`src/rtl/program_loader.sv`:
```
// Instruction-memory loader: receives a framed byte stream (LEN_HI, LEN_LO, 4*N data bytes, CHK),
// assembles big-endian words, writes them from address 0 and releases the pipeline once the
// XOR checksum matches.
module program_loader #(
  parameter int unsigned ADDR_W = 8,
  parameter int unsigned DEPTH  = 256
) (
  input  logic              clk,
  input  logic              reset,
  input  logic              rx_valid,
  input  logic [7:0]        rx_data,
  output logic              rx_ready,
  output logic              imem_we,
  output logic [ADDR_W-1:0] imem_addr,
  output logic [31:0]       imem_wdata,
  output logic              cpu_hold,
  output logic              done,
  output logic              error
);

  typedef enum logic [2:0] {
    StLenHi,
    StLenLo,
    StData,
    StCheck,
    StDone,
    StError
  } state_e;

  state_e            state_q, state_d;
  logic [15:0]       count_q, count_d;
  logic [15:0]       word_idx_q, word_idx_d;
  logic [1:0]        byte_idx_q, byte_idx_d;
  logic [7:0]        xor_q, xor_d;
  logic [23:0]       shreg_q, shreg_d;
  logic              we_q, we_d;
  logic [ADDR_W-1:0] addr_q, addr_d;
  logic [31:0]       wdata_q, wdata_d;

  logic        accept;
  logic [15:0] len_n;

  assign rx_ready = (state_q == StLenHi) || (state_q == StLenLo) ||
                    (state_q == StData)  || (state_q == StCheck);
  assign accept   = rx_valid && rx_ready;
  // Full word count as it becomes known during the LEN_LO byte.
  assign len_n    = {count_q[15:8], rx_data};

  assign imem_we    = we_q;
  assign imem_addr  = addr_q;
  assign imem_wdata = wdata_q;
  assign cpu_hold   = (state_q != StDone);
  assign done       = (state_q == StDone);
  assign error      = (state_q == StError);

  // Next-state and datapath updates; everything only moves on an accepted byte.
  always_comb begin
    state_d    = state_q;
    count_d    = count_q;
    word_idx_d = word_idx_q;
    byte_idx_d = byte_idx_q;
    xor_d      = xor_q;
    shreg_d    = shreg_q;
    we_d       = 1'b0;
    addr_d     = addr_q;
    wdata_d    = wdata_q;

    if (accept) begin
      unique case (state_q)
        StLenHi: begin
          count_d[15:8] = rx_data;
          xor_d         = xor_q ^ rx_data;
          state_d       = StLenLo;
        end
        StLenLo: begin
          count_d[7:0] = rx_data;
          xor_d        = xor_q ^ rx_data;
          if (len_n == 16'd0) begin
            state_d = StCheck;
          end else if (len_n > 16'(DEPTH)) begin
            state_d = StError;
          end else begin
            state_d = StData;
          end
        end
        StData: begin
          xor_d      = xor_q ^ rx_data;
          shreg_d    = {shreg_q[15:0], rx_data};
          byte_idx_d = byte_idx_q + 2'd1;
          if (byte_idx_q == 2'd3) begin
            we_d       = 1'b1;
            wdata_d    = {shreg_q, rx_data};
            addr_d     = word_idx_q[ADDR_W-1:0];
            word_idx_d = word_idx_q + 16'd1;
            if (word_idx_q + 16'd1 == count_q) begin
              state_d = StCheck;
            end
          end
        end
        StCheck: begin
          state_d = (rx_data == xor_q) ? StDone : StError;
        end
        default: ;
      endcase
    end
  end

  // State and datapath registers; reset also cancels a pending write strobe.
  always_ff @(posedge clk) begin
    if (reset) begin
      state_q    <= StLenHi;
      count_q    <= '0;
      word_idx_q <= '0;
      byte_idx_q <= '0;
      xor_q      <= '0;
      shreg_q    <= '0;
      we_q       <= 1'b0;
      addr_q     <= '0;
      wdata_q    <= '0;
    end else begin
      state_q    <= state_d;
      count_q    <= count_d;
      word_idx_q <= word_idx_d;
      byte_idx_q <= byte_idx_d;
      xor_q      <= xor_d;
      shreg_q    <= shreg_d;
      we_q       <= we_d;
      addr_q     <= addr_d;
      wdata_q    <= wdata_d;
    end
  end

endmodule

```
`config.mk`:
```
export PLATFORM = sky130hd
export DESIGN_NAME = program_loader
export DESIGN_NICKNAME = d
export VERILOG_FILES = /design/src/rtl/program_loader.sv
export SDC_FILE = /design/constraint.sdc
export NUM_CORES = 1
export LEC_CHECK = 0
export ABC_AREA = 1
export CORE_MARGIN = 8
export CORE_UTILIZATION = 56
export CTS_CLUSTER_DIAMETER = 200
export CTS_CLUSTER_SIZE = 16
export DETAILED_ROUTE_END_ITERATION = 6
export PLACE_DENSITY_LB_ADDON = 0.1
export SLEW_MARGIN = 20
export SYNTH_ARGS = -nofsm -noshare
export SYNTH_HDL_FRONTEND = slang
export SYNTH_SLANG_ARGS = --single-unit
```
`constraint.sdc`:
```
create_clock -name clk -period 2 [get_ports clk]
set_clock_uncertainty 0.05 [all_clocks]
set_input_delay 0.4 -clock clk [delete_from_list [all_inputs] [get_ports clk]]
set_output_delay 0.4 -clock clk [all_outputs]
set_load 0.05 [all_outputs]
```
==> qor.txt <==
Vertical die dimension: 108 µm
Maximum number of pins on one net before global-route repair: 70
Clock-pin slew of the registers on the worst-case setup and hold paths: 0.12 ns
Crit share post-route: 1.03
Core occupancy in the finished layout: 0.727
Met3 routing resource usage after global routing: 0.0494
Hold Violations, Final: 0
Largest voltage drop on the vdd net: 0.516 mV
Routed Antenna Nets: 0
Worst hold path endpoint: imem_wdata[20]$_SDFFE_PP0P_
Static leakage: 3.04 nW
CTS tree: done
Worst Setup Path Type: flop to flop
Root cell of the clock tree: clkbuf_8
Worst reg-to-reg setup slack: -0.05 ns
Required time of the worst setup path: 2.27 ns
Number of remaining DRC errors: 0
Placer Congestion: 0.895
Number of enable-type register cells in the synthesized netlist: 0
Die footprint: 11800 µm²
Mapped Cells: 649
Biggest area consumer among synthesized cells: dfxtp_1
Fraction of final layout cells with drive strength greater than 1: 0.146
Clock sink count: 110
Classification of the worst-slack hold path: flop to flop
Launch point of the worst reg-to-reg path: word_idx_q[0]$_SDFFE_PP0P_
Number of setup violations in the final report: 3
Final #Nets: 736
Hold path startpoint: shreg_q[12]$_SDFFE_PP0P_
Launching element type of the critical path: flop
Max Fclk: 487 MHz
Number of buffer cells added on primary ports: 55
First-pass GRT wire length: 20.7 mm
Largest buffer count on any clock path: 2
Avg WL per Cell: 15.3 µm
Latest clock arrival within the worst-skew pair: 0.37 ns
Average cell area after synthesis: 7.38 µm²
Via count: 4634
DP HPWL: 8.81 mm
Std-Cell Rows: 33
Pwr/cell area: 728 nW/µm²
Slew at the pin closest to its max-slew limit: 0.523 ns
Cell types with the largest area share after synthesis: dfxtp_1 (46%), o21ai_0 (9.2%), nor2_1 (7.4%)
Filler cell count in the final layout: 669
Endpoint of the worst-slack reg-to-reg timing path: state_q[0]$_SDFFE_PP0P_
WHS Path Cells: 2
Number of DRC violations after detailed-routing iteration 0: 235
Clock period minus worst slack: 2.05 ns
Category of the worst setup path capture point: flop
GR Util met2: 0.380
Summed negative setup slack over all endpoints: -0.0836 ns
Violated checks: setup timing
Number of antenna violations at the first check in global routing: 0
Worst hold-check slack: 0.427 ns
First-pass iteration count of the detailed router: 6
Netlist cell types: 36
RSZ-0062 raised after global routing: yes
Max-slew violation total from the final report: 0
Seq/Total Area, Yosys: 0.460
Max-capacitance violation count: 0
WL final: 12.7 mm
Post-synthesis cell area: 4790 µm²
Overflow left after global routing: 0
Area of the multi-input gates: 2280 µm²
Synthesis Warnings: 0
Layer carrying the most global-route usage: met2
Status: finished, violations left
Async set-or-reset flop fraction in the synthesized netlist: 0
Number of cells in the finished layout apart from fillers: 833
Via count of the first global-routing pass: 4435
Data arrival at the endpoint of the critical path: 2.32 ns
Die boundary width: 108 µm
Total I/O pin count: 56
Max Fanout on Critical Path: 5
Number of CTS-inserted buffers: 9
Relative slew slack: 0.651
Footprint of the flip-flops and latches: 2210 µm²
Number of cell instances on the worst register-to-register path: 15
Global-route met1 utilization: 0.253
Antenna cell count: 0
Placed Instances: 812
Hold_buf cts: 0
Initial core utilization: 0.580
Synthesized flop and latch total: 110
Total track usage: 0.216
Placeable Area: 8260 µm²
Vias per cell: 5.56
Overall power consumption: 0.00437 W
Layout overhead on the synthesized area: 25.3%
Setup WS post-layout: -0.0545 ns
Most common flop cell mapped by yosys: dfxtp_1
Net count of the mapped netlist: 662
Yosys top cell area share: 0.460
Depth of the CTS H-tree: 3
[state kept, by name (all words and copies together) (netlist names)]
name,flops
imem_wdata,32
shreg_q,24
count_q,16
word_idx_q,16
imem_addr,8
xor_q,8
state_q,3
byte_idx_q,2
imem_we,1
[routing by layer]
metal | wire length, µm | part of all wire
met5 | 0 | 0
met4 | 252 | 0.020
met3 | 738 | 0.058
met2 | 6370 | 0.50
met1 | 5380 | 0.42
[stage by stage]
stage               area, µm²  setup slack [ns]
finish                   6000           -0.0545
global route             6000            -0.204
CTS                      5880          0.000553
detailed placement       5660           -0.0639
global placement         5660            0.0185
floorplan                4790           0.00606
[worst max-delay path by stage]
| stage | depth (start not counted) | from | slack (ns) | to |
|---|---|---|---|---|
| 6_report | 15 | word_idx_q[0]$_SDFFE_PP0P_ | -0.05 | state_q[0]$_SDFFE_PP0P_ |
| 5_1_grt | 17 | word_idx_q[0]$_SDFFE_PP0P_ | -0.20 | state_q[0]$_SDFFE_PP0P_ |
| 4_1_cts | 1 | imem_wdata[13]$_SDFFE_PP0P_ | 0.0006 | imem_wdata[13] |
| 3_5_place_dp | 15 | word_idx_q[1]$_SDFFE_PP0P_ | -0.06 | state_q[0]$_SDFFE_PP0P_ |
| 3_3_place_gp | 11 | rx_valid | 0.02 | imem_wdata[6]$_SDFFE_PP0P_ |
| 2_1_floorplan | 3 | state_q[2]$_SDFFE_PP0P_ | 0.006 | cpu_hold |
[synth_stat cells, types with 2 or more instances]
library cell	n
a21oi_1	48
a31oi_1	3
buf_1	2
buf_2	3
clkbuf_1	22
dfxtp_1	110
ha_1	2
inv_1	56
inv_2	5
nand2_1	93
nand2_2	10
nand3_1	55
nand3b_1	5
nand4_1	12
nor2_1	95
nor2_2	2
nor2_4	6
nor2_8	2
nor3_1	2
o211ai_1	5
o21ai_0	88
xnor2_1	6
xor2_1	4
[critical path, stage by stage, from the launching register on]
cell	delay (ns)
dfxtp_2	0.38
buf_6	0.12
clkinvlp_4	0.16
nor2_8	0.20
nand4_1	0.15
nand3_1	0.12
nand2_1	0.06
nor2_1	0.14
nand2_1	0.07
nor2_1	0.09
nand2_1	0.10
nand2_2	0.10
nand2_2	0.07
nand2_2	0.05
nand2_1	0.04
nor2_1	0.10
[cell type report]
| class | instances | share of cell area |
|---|---|---|
| inverter | 63 | 0.0402 |
| timing repair buffer | 91 | 0.152 |
| multi-input combinational | 448 | 0.380 |
| clock inverter | 7 | 0.0169 |
| sequential | 110 | 0.368 |
| tap | 105 | 0.0219 |
| clock buffer | 9 | 0.0206 |
[where the power goes]
| group | total [W] | leakage, nW | internal [W] | switching (W) |
|---|---|---|---|---|
| Clock | 0.00147 | 0.109 | 0.000623 | 0.000843 |
| Sequential | 0.00238 | 0.896 | 0.00229 | 0.0000861 |
| Combinational | 0.000520 | 2.04 | 0.000202 | 0.000318 |
| Total | 0.00437 | 3.04 | 0.00312 | 0.00125 |
[cells by family (layout without fill, tap and decap cells)]
family / Yosys count / in the layout / share of synthesized area
adder cells (fa/ha/maj): 2 / 2 / 0.00523
AO/OA/AOI/OAI: 148 / 148 / 0.161
buffers and inverters: 92 / 170 / 0.0755
AND/OR/NAND/NOR: 286 / 287 / 0.276
flip-flops: 110 / 110 / 0.460
XOR/XNOR: 11 / 11 / 0.0230
[placed cells by master, fill, tap and decap left out, types with 2 or more instances in the layout]
master and count:
nor2_8 2, nor2_2 4, nand3_2 2, buf_12 7
a31oi_1 3, a21oi_1 47, dlymetal6s2s_1 17, inv_2 6
nand3b_1 5, dfxtp_1 105, nor2_1 92, xor2_1 4
clkinv_8 2, xnor2_1 6, nor3_1 2, dfxtp_2 5
inv_1 54, o21ai_0 88, clkinvlp_4 2, nand2_1 90
nand4_1 12, o211ai_1 5, inv_8 2, nand2_2 12
clkbuf_8 9, buf_4 36, nor2_4 8, dlygate4sd2_1 18
clkdlybuf4s50_1 12, nand3_1 54
[repair_timing]
item,in CTS,in global routing
buffers inserted,0,4
cloned,0,1
pin swaps,1,7
resized for setup,24,29
endpoints found under the hold margin,0,0
endpoints found under the setup margin,21,21
No activity file was read; power rests on OpenSTA's default activity.
